===== config.mk =====
export PLATFORM = sky130hd
export DESIGN_NAME = shared_expr_sequencer
export DESIGN_NICKNAME = d
export VERILOG_FILES = /design/src/rtl/shared_expr_sequencer.sv
export SDC_FILE = /design/constraint.sdc
export NUM_CORES = 1
export LEC_CHECK = 0
export ABC_CLOCK_PERIOD_IN_PS = 5900
export CAP_MARGIN = 20
export CORE_MARGIN = 2
export CORE_UTILIZATION = 25
export CTS_CLUSTER_DIAMETER = 150
export DETAILED_ROUTE_END_ITERATION = 6
export GPL_TIMING_DRIVEN = 0
export HOLD_SLACK_MARGIN = 0.12
export SLEW_MARGIN = 25
export SYNTH_ARGS = -nofsm -noshare
export SYNTH_HDL_FRONTEND = slang
export SYNTH_SLANG_ARGS = --single-unit

===== constraint.sdc =====
create_clock -name clk -period 5.9 [get_ports clk]
set_input_delay 0.885 -clock clk [delete_from_list [all_inputs] [get_ports clk]]
set_output_delay 0.885 -clock clk [all_outputs]
set_load 0.03 [all_outputs]

===== src/rtl/shared_expr_sequencer.sv =====
// shared_expr_sequencer
//   Multi-cycle evaluator for the six-output expression datapath:
//     s1 = a+b, s2 = a*b, s3 = (a mod b)+d, s4 = c+d+s2, s5 = a-b, s6 = s4+s5
//   A single shift-add multiplier (MUL, BW cycles, LSB first) and a single
//   restoring remainder unit (MOD, BW cycles, MSB first) are time-shared by
//   the FSM IDLE -> MUL -> MOD -> FIN -> IDLE. All arithmetic wraps mod 2^BW.
//
// Ports
//   clk                : clock, rising edge
//   rst                : asynchronous reset, active-high
//   start              : request, sampled only while busy=0
//   a, b, c, d [BW]    : operands, latched on the accepting edge
//   busy               : high from the accepting edge until the done cycle
//   done               : one-cycle pulse, results valid from this cycle on
//   s1..s6 [BW]        : registered results, held until the next done
//
// Configuration
//   SEQ_ZERO_SKIP_EN   : when defined, a request with b=0 goes straight to FIN
//                        (acc=0, r=a); results are identical to the full path.
module shared_expr_sequencer #(
  parameter int BW = 8
) (
  input  logic          clk,
  input  logic          rst,
  input  logic          start,
  input  logic [BW-1:0] a,
  input  logic [BW-1:0] b,
  input  logic [BW-1:0] c,
  input  logic [BW-1:0] d,
  output logic          busy,
  output logic          done,
  output logic [BW-1:0] s1,
  output logic [BW-1:0] s2,
  output logic [BW-1:0] s3,
  output logic [BW-1:0] s4,
  output logic [BW-1:0] s5,
  output logic [BW-1:0] s6
);

  localparam int CW = $clog2(BW);
  localparam logic [CW-1:0] LAST = CW'(BW - 1);

  typedef enum logic [1:0] {IDLE, MUL, MOD, FIN} state_t;

  state_t        r_state;
  state_t        w_next;

  logic [BW-1:0] r_a, r_b, r_c, r_d;
  logic [BW-1:0] r_acc;
  logic [BW-1:0] r_rem;
  logic [CW-1:0] r_cnt;
  logic          r_done;
  logic [BW-1:0] r_s1, r_s2, r_s3, r_s4, r_s5, r_s6;

  logic          w_accept;
  logic          w_last;
  logic          w_skip;
  logic [BW:0]   w_rem_shift;
  logic [BW-1:0] w_rem_sub;
  logic [BW-1:0] w_rem_next;
  logic [BW-1:0] w_s4;

  assign w_accept = (r_state == IDLE) && start;
  assign w_last   = (r_cnt == LAST);

`ifdef SEQ_ZERO_SKIP_EN
  assign w_skip = (b == '0);
`else
  assign w_skip = 1'b0;
`endif

  // Restoring step: shift in the next dividend bit (MSB first) into a BW+1
  // bit partial remainder, subtract the divisor if it fits. The subtraction
  // result is always < b, so BW bits hold it. With b=0 the compare always
  // passes and nothing is subtracted, leaving r = a (bvurem semantics).
  assign w_rem_shift = {r_rem, r_a[LAST - r_cnt]};
  assign w_rem_sub   = w_rem_shift[BW-1:0] - r_b;
  assign w_rem_next  = (w_rem_shift >= {1'b0, r_b}) ? w_rem_sub : w_rem_shift[BW-1:0];

  assign w_s4 = r_c + r_d + r_acc;

  // State register
  always_ff @(posedge clk or posedge rst) begin
    if (rst) r_state <= IDLE;
    else     r_state <= w_next;
  end

  // Next-state logic
  always_comb begin
    w_next = r_state;
    unique case (r_state)
      IDLE: if (start) w_next = w_skip ? FIN : MUL;
      MUL:  if (w_last) w_next = MOD;
      MOD:  if (w_last) w_next = FIN;
      FIN:  w_next = IDLE;
      default: w_next = IDLE;
    endcase
  end

  // Outputs
  always_comb begin
    busy = (r_state != IDLE);
    done = r_done;
    s1   = r_s1;
    s2   = r_s2;
    s3   = r_s3;
    s4   = r_s4;
    s5   = r_s5;
    s6   = r_s6;
  end

  // Datapath
  always_ff @(posedge clk or posedge rst) begin
    if (rst) begin
      r_a    <= '0;
      r_b    <= '0;
      r_c    <= '0;
      r_d    <= '0;
      r_acc  <= '0;
      r_rem  <= '0;
      r_cnt  <= '0;
      r_done <= 1'b0;
      r_s1   <= '0;
      r_s2   <= '0;
      r_s3   <= '0;
      r_s4   <= '0;
      r_s5   <= '0;
      r_s6   <= '0;
    end else begin
      r_done <= 1'b0;
      unique case (r_state)
        IDLE: begin
          if (w_accept) begin
            r_a   <= a;
            r_b   <= b;
            r_c   <= c;
            r_d   <= d;
            r_s1  <= a + b;
            r_s5  <= a - b;
            r_acc <= '0;
            r_cnt <= '0;
            // Skipped requests enter FIN directly, so preload the remainder
            // with the value the full algorithm would reach for b=0.
            r_rem <= w_skip ? a : '0;
          end
        end
        MUL: begin
          if (r_b[r_cnt]) r_acc <= r_acc + (r_a << r_cnt);
          r_cnt <= w_last ? '0 : r_cnt + 1'b1;
        end
        MOD: begin
          r_rem <= w_rem_next;
          r_cnt <= w_last ? '0 : r_cnt + 1'b1;
        end
        FIN: begin
          r_s2   <= r_acc;
          r_s3   <= r_rem + r_d;
          r_s4   <= w_s4;
          // s6 uses the freshly computed s4, not the value still in r_s4
          r_s6   <= w_s4 + r_s5;
          r_done <= 1'b1;
        end
        default: ;
      endcase
    end
  end

endmodule


# After elaboration in Yosys (flattened, before gate mapping)
# Index checks and enable logic that the tools add are counted.
[word_totals]
regBits = 102
elab_cells = 67
[classes]
reduce_logical = 12
shift = 1
eq_ne = 9
magnitude_cmp = 3
add_sub_neg = 10
mux = 17
[op_table]
columns = ["operator", "n"]
rows = [
  ["adder 8 bit", 6],
  ["case mux 8 bit (2 select lines)", 2],
  ["two-way mux 8 bit", 3],
  ["subtractor 8 bit", 2],
  ["!= test 2 bit (second input constant)", 5],
  ["greater-or-equal comparator 9 x 8 -> 1 bit", 1],
  ["less-than comparator 3 x 4 -> 1 bit (second input constant)", 2],
  ["case mux 2 bit (4 select lines)", 1],
  ["nonzero test 2 bit", 4],
  ["<< shifter 8 x 3 -> 8 bit", 1],
  ["binary-select mux 1 bit (select 3 bit)", 2],
  ["two-way mux 2 bit", 3],
  ["two-way mux 3 bit", 2],
  ["case mux 3 bit (2 select lines)", 1],
  ["AND reduction 2 bit", 3],
  ["AND reduction 3 bit", 2],
  ["equality test 2 bit (second input constant)", 2],
  ["adder 3 x 1 -> 3 bit (second input constant)", 1],
  ["equality test 3 bit (second input constant)", 1],
  ["two-way mux 1 bit", 3],
  ["subtractor 3 bit (first input constant)", 1],
  ["equality test 2 x 1 -> 1 bit (second input constant)", 1],
  ["zero test 2 bit", 1],
  ["OR reduction 2 bit", 1],
  ["logical AND 1 bit", 1],
]

# Depth between registers and ports, before layout
# Gate-level depths: netlist of run 1.
[logic_depth]
depth_word = 6
ltp_mapped = 14
mapped_depth_nobuf = 14

# Worst setup path before layout of run 1
# OpenSTA, ideal clock, no wires.
[synth_timing]
path_kind = "reg-to-reg"
from = "reg r_acc[1]"
to = "reg r_s6[7] (netlist: s6[7])"
synth_period_minus_slack_ns = 3.581
required_ns = 5.775
path_stages_with_launch = 14
path_slack_ns = 2.319
setup_time_ns = 0.125
arrival_ns = 3.456
cell_sequence = "dfrtp_1 -> inv_1 -> fa_1 -> inv_1 -> ha_1 -> fa_1 -> xor2_1 -> ha_1 -> and2_1 -> a22o_1 -> or4_1 -> a31oi_1 -> xnor3_1 -> mux2_4"
[synth_between]
elab_chain_cells = 2
[synth_lines]
columns = ["element", "line_no", "text"]
rows = [
  ["from (decl)", "49", "logic [BW-1:0] r_acc;"],
  ["from (signal assigned)", "148", "if (r_b[r_cnt]) r_acc <= r_acc + (r_a << r_cnt);"],
  ["adder 8 bit", "80", "assign w_s4 = r_c + r_d + r_acc;"],
  ["via w_s4[3]", "61", "logic [BW-1:0] w_s4;"],
  ["adder 8 bit", "160", "r_s6 <= w_s4 + r_s5;"],
  ["to (signal assigned)", "160", ""],
  ["to (decl)", "53", "logic [BW-1:0] r_s1, r_s2, r_s3, r_s4, r_s5, r_s6;"],
]
# The timed path passes the listed nets, and every way through them passes these cells.
# A chain may end at the register's enable or synchronous reset.

# Worst setup path in the final report of run 1
# Same ends and word-level chain as after synthesis.

==> impl_summary.log, run 1 <==
INFO  metric post_cts_buffers = 0
INFO  metric holdCritPathClass = reg -> reg
INFO  metric dieHeight = roughly 160 um
INFO  metric critical_path_class = reg -> reg
INFO  metric finalWirelength = approximately 17000 um
INFO  metric async_flop_share = 100%
INFO  metric multi_input_logic_area = ~3500 um^2
INFO  metric drt_drc_violations_left = 0
INFO  metric synth_seq_cells = a little over 100
INFO  metric ff2ff_setup_slack = 1.75 ns
INFO  metric setup_tns = 0 ns
INFO  metric largest_net_degree_at_the_start_of_global_routing = between 60 and 70
INFO  metric synthesis.yosys.warnings = 0
INFO  metric grt_use_total = between 10% and 20%
INFO  metric sequential_area_share_after_synthesis = about two fifths
INFO  metric post_cts_resize_count = 0
INFO  metric cts.path.max_buffers = 2
INFO  metric core_region_area = between 20000 and 30000 um^2
INFO  metric worstPathMaxFanout = 5
INFO  metric initialDrtViolationCount = slightly above 300
INFO  metric rr_worst_depth = 13
INFO  metric timing.critical_path.to = s6[7]$_DFFE_PP0P_
INFO  metric r2r_start = r_acc[1]$_DFFE_PP0P_
INFO  metric startpoint_type = register
INFO  metric vias = 5024
INFO  metric rsz0062_at_grt = false
INFO  metric clock_skew = slightly above 0.008 ns
INFO  metric status = finished clean
INFO  metric synth_fp_nets = around 760
INFO  metric pwr_density_cell = roughly 670 nW/um^2
INFO  metric stdcell_count = 1086
INFO  metric ctsHoldBuffers = 0
INFO  metric worstSkewPairLatency = 0.35 ns
INFO  metric synth_edf_count = 0
INFO  metric maxSlewHeadroom = a little under three fifths
INFO  metric r2r_end = s6[7]$_DFFE_PP0P_
INFO  metric cts_tree = yes
INFO  metric maxCapViolations = 0
INFO  metric post_route_minimum_period = about 4.2 ns
INFO  metric worst-endpoint-required = ~6.1 ns
INFO  metric detail_route.vias_per_cell = between 4 and 5
INFO  metric cts-buffers-inserted = 9
INFO  metric syn-cell-area = 6360 um^2
INFO  metric first_pass_grt_wire_length = between 20000 and 30000 um
INFO  metric drive_above_1_share = 5.69%
INFO  metric routedWlPerCell = about 16 um
INFO  metric sink_count = roughly 100
INFO  metric initial_utilization = 25.3%
INFO  metric worstHoldStart = r_a[6]$_DFFE_PP0P_
INFO  metric timing_max_transition_violations_final = 0
INFO  metric finalHoldViolations = 0
INFO  metric area_delta_synth_final = 25.1%
INFO  metric static-leakage-power = 3.59 nW
INFO  metric cp_data_arrival_time = 4.39 ns
INFO  metric clockRootBuffer = clkbuf_16
INFO  metric setup_violations = 0
INFO  metric yosys_most_used_dff = dfrtp_1
INFO  metric i_o_pins = 85
INFO  metric rows = a little under 60
INFO  metric yosysUniqueCellTypes = roughly 60
INFO  metric drtAntennaViolNets = 0
INFO  metric n_antenna_cell = 0
INFO  metric post_detail_place_hpwl = 13500 um
INFO  metric routabilityCongestion = 0.841
INFO  metric worst_setup_hold_path_clk_slew = about 0.07 ns
INFO  metric worst_setup_path_end_kind = register
INFO  metric synth_cells = roughly 660
INFO  metric area_used_by_sequential_logic_in_the_layout = between 2000 and 3000 um^2
INFO  metric synthesis.area_per_instance = 9.72 um^2
INFO  metric period_share = approximately 70%
INFO  metric crit_path_start = r_acc[1]$_DFFE_PP0P_
INFO  metric worstMarginPinSlew = 0.649 ns
INFO  metric grt_antenna_before_repair = 0
INFO  metric floorplan_die_width = 164 um
INFO  metric placed_cells = roughly 1.1k
INFO  metric nNetsFinal = roughly 860
INFO  metric drt_pass1_iterations = 5
INFO  metric port-buffer-count = 84
INFO  metric fillers = between 2k and 3k
INFO  metric die_area = approximately 27000 um^2
INFO  metric achievable-frequency = 241 MHz
INFO  metric via_count_of_the_first_global_routing_pass = around 5k
INFO  metric grt_overflow = 0
INFO  metric max-vdd-ir-drop = approximately 330 uV
INFO  metric cts_htree_levels = 3
-- kinds of logic (layout without fill, tap and decap cells) --
group | after synthesis | in the layout | share of synthesized area, %
xor gates and xnor gates | 28 | 28 | 4.07
muxes | 42 | 42 | 7.83
DFF | 101 | 101 | 39.7
and+or+nand+nor | 200 | 200 | 13.5
buffers and inverters | 70 | 171 | 4.58
AOI/OAI and AO/OA | 145 | 145 | 15.1
adders and majority gates | 69 | 69 | 15.2
-- cells in the mapped netlist, types with 12 or more instances --
master / number / area share [%]
clkbuf_1: 16 / 0.94
nand2_1: 126 / 7.4
o21ai_0: 12 / 0.94
xnor2_1: 22 / 3.0
nand3_1: 13 / 1.0
o21a_1: 12 / 1.4
ha_1: 55 / 11
nor2_1: 24 / 1.4
fa_1: 14 / 4.4
o21ai_1: 32 / 2.5
inv_1: 42 / 2.5
a21oi_1: 22 / 1.7
dfrtp_1: 101 / 40
mux2_1: 17 / 3.0
-- per-layer routing --
metal	share of wire [%]	up-vias	GRT usage [%]
met5	0	-	0
met4	2.6	0	5.06
met3	6.6	19	3.78
met2	48	107	22.2
met1	43	2432	16.3
li1	-	2466	-
-- per-stage QoR --
stage | hold WS (ns) | worst slack, ns | power [mW] | cell area, um^2 | util, %
6_report | 0.477 | 1.75 | 5.37 | 7960 | 31.7
4_1_cts | 0.482 | 1.74 | 5.42 | 7960 | 31.7
3_3_place_gp | 0.464 | 0.643 | 4.69 | 7620 | 30.3
2_1_floorplan | 0.445 | 2.32 | 3.73 | 6360 | -
3_5_place_dp | 0.465 | 1.75 | 4.77 | 7650 | 30.5
5_1_grt | 0.509 | 1.59 | 5.85 | 7960 | 31.7
-- cells in the final DEF (no fill, tap or decap), types with 4 or more instances in the layout --
master           synthesis  final
clkbuf_16                0      9
dfrtp_1                101    101
ha_1                    55     55
o31ai_1                 11     11
fa_1                    14     14
nor2_1                  24     24
o21ai_1                 32     32
o21bai_1                 7      7
xor2_1                   5      5
nand2b_1                 7      7
o311ai_1                 6      6
a21oi_1                 22     22
nor2b_1                  7      7
xnor2_1                 22     22
inv_1                   42     41
clkdlybuf4s50_1          0     84
a211oi_1                 6      6
o21ai_0                 12     12
buf_1                    4      4
clkbuf_1                16     17
mux2_1                  17     17
nand3_1                 13     13
nand2_1                126    126
o21a_1                  12     12
and2_1                   4      4
a21o_1                   7      7
a31oi_1                  4      4
mux2_2                  11     11
mux2i_1                 10     10
nor3_1                   8      8
-- worst min-delay path by stage --
stage	end	slack (ns)	depth (start not counted)
floorplan	r_a[6]$_DFFE_PP0P_	0.44	2
global placement	r_a[7]$_DFFE_PP0P_	0.46	2
detailed placement	r_a[6]$_DFFE_PP0P_	0.47	2
CTS	r_a[6]$_DFFE_PP0P_	0.48	2
global route	s6[1]$_DFFE_PP0P_	0.51	1
finish	r_a[6]$_DFFE_PP0P_	0.48	2
-- power by group --
group | internal [mW] | switching [mW]
clock network | 0.355 | 0.270
logic | 1.54 | 1.90
registers | 1.02 | 0.293
-- final cells by class --
| cell class | count | share of cell area, % |
|---|---|---|
| timing repair buffer | 85 | 10.9 |
| multi-input combinational | 484 | 44.5 |
| clock buffer | 12 | 3.22 |
| inverter | 43 | 2.09 |
| tap | 330 | 5.19 |
| sequential | 101 | 31.7 |
| buffer | 27 | 1.63 |
| clock inverter | 4 | 0.691 |
-- worst max-delay path, stage by stage (launching register included) --
cell and delay [ns]:
dfrtp_1 0.48, inv_1 0.12, fa_1 0.49, inv_1 0.04
ha_1 0.22, fa_1 0.43, xor2_1 0.31, ha_1 0.33
and2_1 0.15, a22o_1 0.22, or4_1 0.41, a31oi_1 0.30
xnor3_1 0.28, mux2_4 0.26
-- sequential cells by signal, indices dropped and copies added, names as in the netlist --
register / cells
r_rem: 8
r_d: 8
s4: 8
r_c: 8
s5: 7
s1: 8
r_acc: 8
r_cnt: 3
r_a: 8
r_b: 8
done: 1
s2: 8
r_state: 2
s3: 8
s6: 8
Note: power is estimated with default switching activity, not from simulation.
==> inputs of run 2 (changes only) <==
ABC_CLOCK_PERIOD_IN_PS = 4000   (was 5900)
clock period = 4 ns   (was 5.9 ns; I/O delays follow)
==> run 2 against run 1 <==
  * Clock power grew 48%
  * Sequential power grew 47%
  * Combinational power grew 51%
  * Die area is the same
  * Setup slack lost 1.6 ns
  * Sequential share of layout area shrank 0.089 points
  * Cell area grew 0.33%
  * Final cell count is the same
  * Flip-flop and latch count is the same
  * Largest power group unchanged
==> impl_summary.log, run 2 (synthesis results as in run 1) <==
INFO  metric rows = 58 (unchanged)
INFO  metric clockRootBuffer = clkbuf_16
INFO  metric status = finished clean
INFO  metric static-leakage-power = 3.58 nW (about the same)
INFO  metric rr_worst_depth = 13 (unchanged)
INFO  metric r2r_start = r_acc[1]$_DFFE_PP0P_
INFO  metric ff2ff_setup_slack = 0.13 ns (-1.62 ns)
INFO  metric achievable-frequency = 258 MHz (+7.3%)
INFO  metric post_cts_buffers = 0 (unchanged)
INFO  metric finalHoldViolations = 0 (unchanged)
INFO  metric port-buffer-count = 84 (unchanged)
INFO  metric cp_data_arrival_time = 4.11 ns (-0.28 ns)
INFO  metric via_count_of_the_first_global_routing_pass = 5125 (-0.059%)
INFO  metric routedWlPerCell = 15.7 um (+0.28%)
INFO  metric startpoint_type = register
INFO  metric worstSkewPairLatency = 0.35 ns (about the same)
INFO  metric ctsHoldBuffers = 0 (unchanged)
INFO  metric drtAntennaViolNets = 0 (unchanged)
INFO  metric maxSlewHeadroom = 56.7% (-0.065 points)
INFO  metric setup_violations = 0 (unchanged)
INFO  metric critical_path_class = reg -> reg
INFO  metric first_pass_grt_wire_length = 27400 um (about the same)
INFO  metric holdCritPathClass = reg -> reg
INFO  metric final_design_area_no_fill = 7990 um^2 (+0.33%)
INFO  metric worstHoldStart = r_a[6]$_DFFE_PP0P_
INFO  metric dieHeight = 164 um (unchanged)
INFO  metric drive_above_1_share = 6.22% (+0.53 points)
INFO  metric worst_setup_hold_path_clk_slew = 0.07 ns (about the same)
INFO  metric finalWirelength = 17100 um (+0.28%)
INFO  metric cts_htree_levels = 3 (unchanged)
INFO  metric sink_count = 101 (unchanged)
INFO  metric area_delta_synth_final = 25.5%
INFO  metric post_cts_resize_count = 3 (+3)
INFO  metric initial_utilization = 25.3% (unchanged)
INFO  metric cts_tree = yes
INFO  metric initialDrtViolationCount = 329 (+6.8%)
INFO  metric core_region_area = 25100 um^2 (unchanged)
INFO  metric hold-path-endpoint = r_a[6]$_DFFE_PP0P_
INFO  metric grt_antenna_before_repair = 0 (unchanged)
INFO  metric n_antenna_cell = 0 (unchanged)
INFO  metric i_o_pins = 85 (unchanged)
INFO  metric highest_count_cells_in_the_layout_ignoring_fill_and_taps = nand2_1, dfrtp_1, clkdlybuf4s50_1
INFO  metric worst_setup_path_end_kind = register
INFO  metric post_route_minimum_period = 3.87 ns (-0.281 ns)
INFO  metric maxCapViolations = 0 (unchanged)
INFO  metric worstMarginPinSlew = 0.650 ns (+0.000982 ns)
INFO  metric cts-buffers-inserted = 9 (unchanged)
INFO  metric vias = 5018 (-0.12%)
INFO  metric grt_use_total = 13.3% (about the same)
INFO  metric mostFrequentLayoutCell = nand2_1
INFO  metric floorplan_die_width = 164 um (unchanged)
INFO  metric die_area = 26700 um^2 (unchanged)
INFO  metric min_delay_path_depth = 2 (unchanged)
INFO  metric timing_max_transition_violations_final = 0 (unchanged)
INFO  metric rsz0062_at_grt = false
INFO  metric report.power.total = 8.05 mW (+50%)
INFO  metric grt_overflow = 0 (unchanged)
INFO  metric drt_pass1_iterations = 4 (-1)
INFO  metric worstPathMaxFanout = 5 (unchanged)
INFO  metric detail_route.vias_per_cell = 4.62 (-0.12%)
INFO  metric dpl_cell_area = 7650 um^2 (unchanged)
INFO  metric max-vdd-ir-drop = 538 uV (+64%)
INFO  metric worst-endpoint-required = 4.24 ns (-1.90 ns)
INFO  metric nNetsFinal = 855 (unchanged)
INFO  metric largest_net_degree_at_the_start_of_global_routing = 64 (unchanged)
INFO  metric post_detail_place_hpwl = 13500 um (unchanged)
INFO  metric pwr_density_cell = 1010 nW/um^2 (+49%)
INFO  metric placed_cells = 1070 (unchanged)
INFO  metric fin_hold_ws = 0.477 ns (-0.0000180 ns)
INFO  metric r2r_end = s6[7]$_DFFE_PP0P_
INFO  metric drt_drc_violations_left = 0 (unchanged)
INFO  metric clock_skew = 0.00819 ns (+0.000141 ns)
INFO  metric cts.path.max_buffers = 2 (unchanged)
INFO  metric routabilityCongestion = 0.841 (unchanged)
INFO  metric period_share = 96.7% (+26 points)
INFO  metric finalCoreUtilization = 31.8% (+0.10 points)
INFO  metric stdcell_count = 1086 (unchanged)
## run 2: metal layers
layer / vias up / share of wire [%] / GRT usage [%]
li1: 2466 / - / -
met1: 2415 / 43 / 16.3
met2: 118 / 48 / 22.3
met3: 19 / 6.5 / 3.78
met4: 0 / 2.5 / 5.06
met5: - / 0 / 0
## run 2: through the flow
| stage | setup slack (ns) | setup TNS, ns |
|---|---|---|
| after CTS | 0.0261 | 0 |
| after floorplan | 0.419 | 0 |
| after global routing | 0.0220 | 0 |
| after global placement | -0.972 | -97.94 |
| final | 0.130 | 0 |
| after detailed placement | -0.154 | -0.154 |
## run 2: area by class of cell
class                   instances  area [um^2]
fillers                      2627        17100
plain buffers                  27          130
repair buffers                 85          868
clock buffers                  12          256
inverters                      43          166
flip-flops and latches        101         2530
multi-input cells             484         3570
well taps                     330          413
clock inverters                 4         55.1
## run 2: how the worst max path moves through the flow
stage / from / to / slack [ns] / cells after the start
floorplan: r_acc[1]$_DFFE_PP0P_ / s6[7]$_DFFE_PP0P_ / 0.42 / 13
global placement: rst / r_b[5]$_DFFE_PP0P_ / -0.97 / 2
detailed placement: r_acc[1]$_DFFE_PP0P_ / s6[7]$_DFFE_PP0P_ / -0.15 / 13
CTS: r_acc[1]$_DFFE_PP0P_ / s6[7]$_DFFE_PP0P_ / 0.03 / 13
global route: r_acc[1]$_DFFE_PP0P_ / s6[7]$_DFFE_PP0P_ / 0.02 / 13
finish: r_acc[1]$_DFFE_PP0P_ / s6[7]$_DFFE_PP0P_ / 0.13 / 13
## run 2: critical path, cell delays in order, from the launching register on
cell	delay, ns
dfrtp_2	0.43
inv_1	0.10
fa_1	0.48
inv_1	0.04
ha_1	0.22
fa_2	0.39
xor2_2	0.21
ha_1	0.33
and2_1	0.15
a22o_1	0.22
or4_1	0.46
a31oi_4	0.22
xnor3_1	0.24
mux2_4	0.26
## run 2: where the power goes
group	internal, mW	switching, mW
clock network	0.524	0.399
registers	1.50	0.430
logic	2.33	2.86
==> inputs of run 3 (changes only) <==
SLEW_MARGIN = not set   (was 25)
==> run 3 against run 2 <==
  * Die area stayed put
  * Highest routed layer unchanged
  * Clock skew is 0.0015 ns lower
  * Sequential power hardly changed
  * Clock power is 0.5% lower
  * Global-route usage hardly changed
  * Total power hardly changed
  * Flip-flop and latch count stayed put
  * Final cell count stayed put
==> impl_summary.log, run 3 (synthesis results as in run 1) <==
INFO  metric rr_worst_depth = 13 (unchanged)
INFO  metric port-buffer-count = 84 (unchanged)
INFO  metric finalCoreUtilization = 31.8% (about the same)
INFO  metric static-leakage-power = 3.58 nW (about the same)
INFO  metric drt_pass1_iterations = 4 (unchanged)
INFO  metric ctsHoldBuffers = 0 (unchanged)
INFO  metric post_route_minimum_period = 3.87 ns (+0.00191 ns)
INFO  metric cts.path.max_buffers = 2 (unchanged)
INFO  metric pre_cts_slack = -0.147 ns (+0.00635 ns)
INFO  metric period_share = 96.8% (about the same)
INFO  metric finalHoldViolations = 0 (unchanged)
INFO  metric setup_tns = 0 ns (unchanged)
INFO  metric pwr_density_cell = 1010 nW/um^2 (+0.11%)
INFO  metric cts_htree_levels = 3 (unchanged)
INFO  metric cts-buffers-inserted = 9 (unchanged)
INFO  metric via_count_of_the_first_global_routing_pass = 5079 (-0.90%)
INFO  metric worst_setup_path_end_kind = register
INFO  metric initial_utilization = 25.3% (unchanged)
INFO  metric worstMarginPinSlew = 0.658 ns (+0.00843 ns)
INFO  metric rsz0062_at_grt = false
INFO  metric sink_count = 101 (unchanged)
INFO  metric maxCapViolations = 0 (unchanged)
INFO  metric multi_input_logic_area = 3570 um^2 (unchanged)
INFO  metric grt_antenna_before_repair = 0 (unchanged)
INFO  metric worstSkewPairLatency = 0.35 ns (about the same)
INFO  metric cts_tree = yes
INFO  metric finalWirelength = 17000 um (-0.56%)
INFO  metric largest_net_degree_at_the_start_of_global_routing = 64 (unchanged)
INFO  metric core_region_area = 25100 um^2 (unchanged)
INFO  metric startpoint_type = register
INFO  metric grt_use_total = 13.4% (+0.049 points)
INFO  metric vias = 4981 (-0.74%)
INFO  metric postLayoutSetupSlackWorst = 0.129 ns (-0.00191 ns)
INFO  metric n_antenna_cell = 0 (unchanged)
INFO  metric achievable-frequency = 258 MHz (about the same)
INFO  metric initialDrtViolationCount = 329 (unchanged)
INFO  metric status = finished clean
INFO  metric holdCritPathClass = reg -> reg
INFO  metric min_delay_path_depth = 2 (unchanged)
INFO  metric report.power.total = 8.05 mW (about the same)
INFO  metric die_area = 26700 um^2 (unchanged)
INFO  metric nNetsFinal = 855 (unchanged)
INFO  metric mostFrequentLayoutCell = nand2_1
INFO  metric detail_route.vias_per_cell = 4.59 (-0.74%)
INFO  metric drt_drc_violations_left = 0 (unchanged)
INFO  metric drive_above_1_share = 6.22% (unchanged)
INFO  metric drtAntennaViolNets = 0 (unchanged)
INFO  metric critical_path_class = reg -> reg
INFO  metric routabilityCongestion = 0.841 (unchanged)
INFO  metric dieHeight = 164 um (unchanged)
INFO  metric timing_max_transition_violations_final = 0 (unchanged)
INFO  metric routedWlPerCell = 15.6 um (-0.56%)
INFO  metric floorplan_die_width = 164 um (unchanged)
INFO  metric worst-endpoint-required = 4.24 ns (about the same)
INFO  metric setup_violations = 0 (unchanged)
INFO  metric post_detail_place_hpwl = 13500 um (-0.12%)
INFO  metric fillers = 2605 (-0.84%)
INFO  metric highest_count_cells_in_the_layout_ignoring_fill_and_taps = nand2_1, dfrtp_1, clkdlybuf4s50_1
INFO  metric area_used_by_sequential_logic_in_the_layout = 2530 um^2 (unchanged)
INFO  metric cp_data_arrival_time = 4.11 ns (about the same)
INFO  metric post_cts_buffers = 0 (unchanged)
INFO  metric grt_overflow = 0 (unchanged)
INFO  metric worst_setup_hold_path_clk_slew = 0.07 ns (about the same)
INFO  metric maxSlewHeadroom = 56.1% (-0.56 points)
INFO  metric area_delta_synth_final = 25.5% (about the same)
INFO  metric post_cts_resize_count = 3 (unchanged)
INFO  metric first_pass_grt_wire_length = 27500 um (+0.17%)
INFO  metric i_o_pins = 85 (unchanged)
INFO  metric worstPathMaxFanout = 5 (unchanged)
INFO  metric max-vdd-ir-drop = 488 uV (-9.2%)
INFO  metric clockRootBuffer = clkbuf_16
INFO  metric clock_skew = 0.00673 ns (-0.00145 ns)
INFO  metric rows = 58 (unchanged)
==> run 3: cell counts in the layout (fill, tap and decap cells not counted) <==
Identical to the previous run, type by type.
==> run 3: path summary, 6_finish.rpt <==
path	slack [ns]	endpoint	from
worst max-delay path	0.13	s6[7]$_DFFE_PP0P_	r_acc[1]$_DFFE_PP0P_
worst min-delay path	0.48	r_a[6]$_DFFE_PP0P_	r_a[6]$_DFFE_PP0P_
worst max register to register	0.13	s6[7]$_DFFE_PP0P_	r_acc[1]$_DFFE_PP0P_
worst min register to register	0.48	r_a[6]$_DFFE_PP0P_	r_a[6]$_DFFE_PP0P_
max in group asynchronous	2.67	r_acc[1]$_DFFE_PP0P_	rst
min in group asynchronous	0.64	s4[2]$_DFFE_PP0P_	rst
==> run 3: power by group <==
part,switching (mW),internal (mW),total [mW]
Sequential,0.426,1.50,1.93
Clock,0.395,0.523,0.918
Combinational,2.88,2.33,5.21
==> run 3: layout make-up <==
class,instances,area share (%)
tap,330,5.17
buffer,27,1.63
inverter,43,2.05
sequential,101,31.7
timing repair buffer,85,10.9
clock inverter,4,0.689
clock buffer,12,3.21
multi-input combinational,484,44.7
==> run 3: metrics by stage <==
stage | hold WS [ns] | instance area, um^2 | std cells
global placement | 0.464 | 7620 | 1069
floorplan | 0.445 | 6360 | 655
global route | 0.509 | 7990 | 1086
detailed placement | 0.465 | 7650 | 1070
CTS | 0.482 | 7970 | 1086
finish | 0.479 | 7990 | 1086
==> run 3: worst max-delay path, cell delays in order, from the launching register on <==
cell	delay [ns]
dfrtp_2	0.43
inv_1	0.10
fa_1	0.49
inv_1	0.05
ha_1	0.22
fa_2	0.39
xor2_2	0.21
ha_1	0.33
and2_1	0.15
a22o_1	0.22
or4_1	0.46
a31oi_4	0.21
xnor3_1	0.25
mux2_4	0.26
==> run 3: metal layers <==
layer / track usage, % / routed length [um] / up-vias
li1: - / - / 2469
met1: 16.5 / 7500 / 2398
met2: 22.0 / 8020 / 90
met3: 3.68 / 919 / 24
met4: 5.66 / 550 / 0
met5: 0 / 0 / -
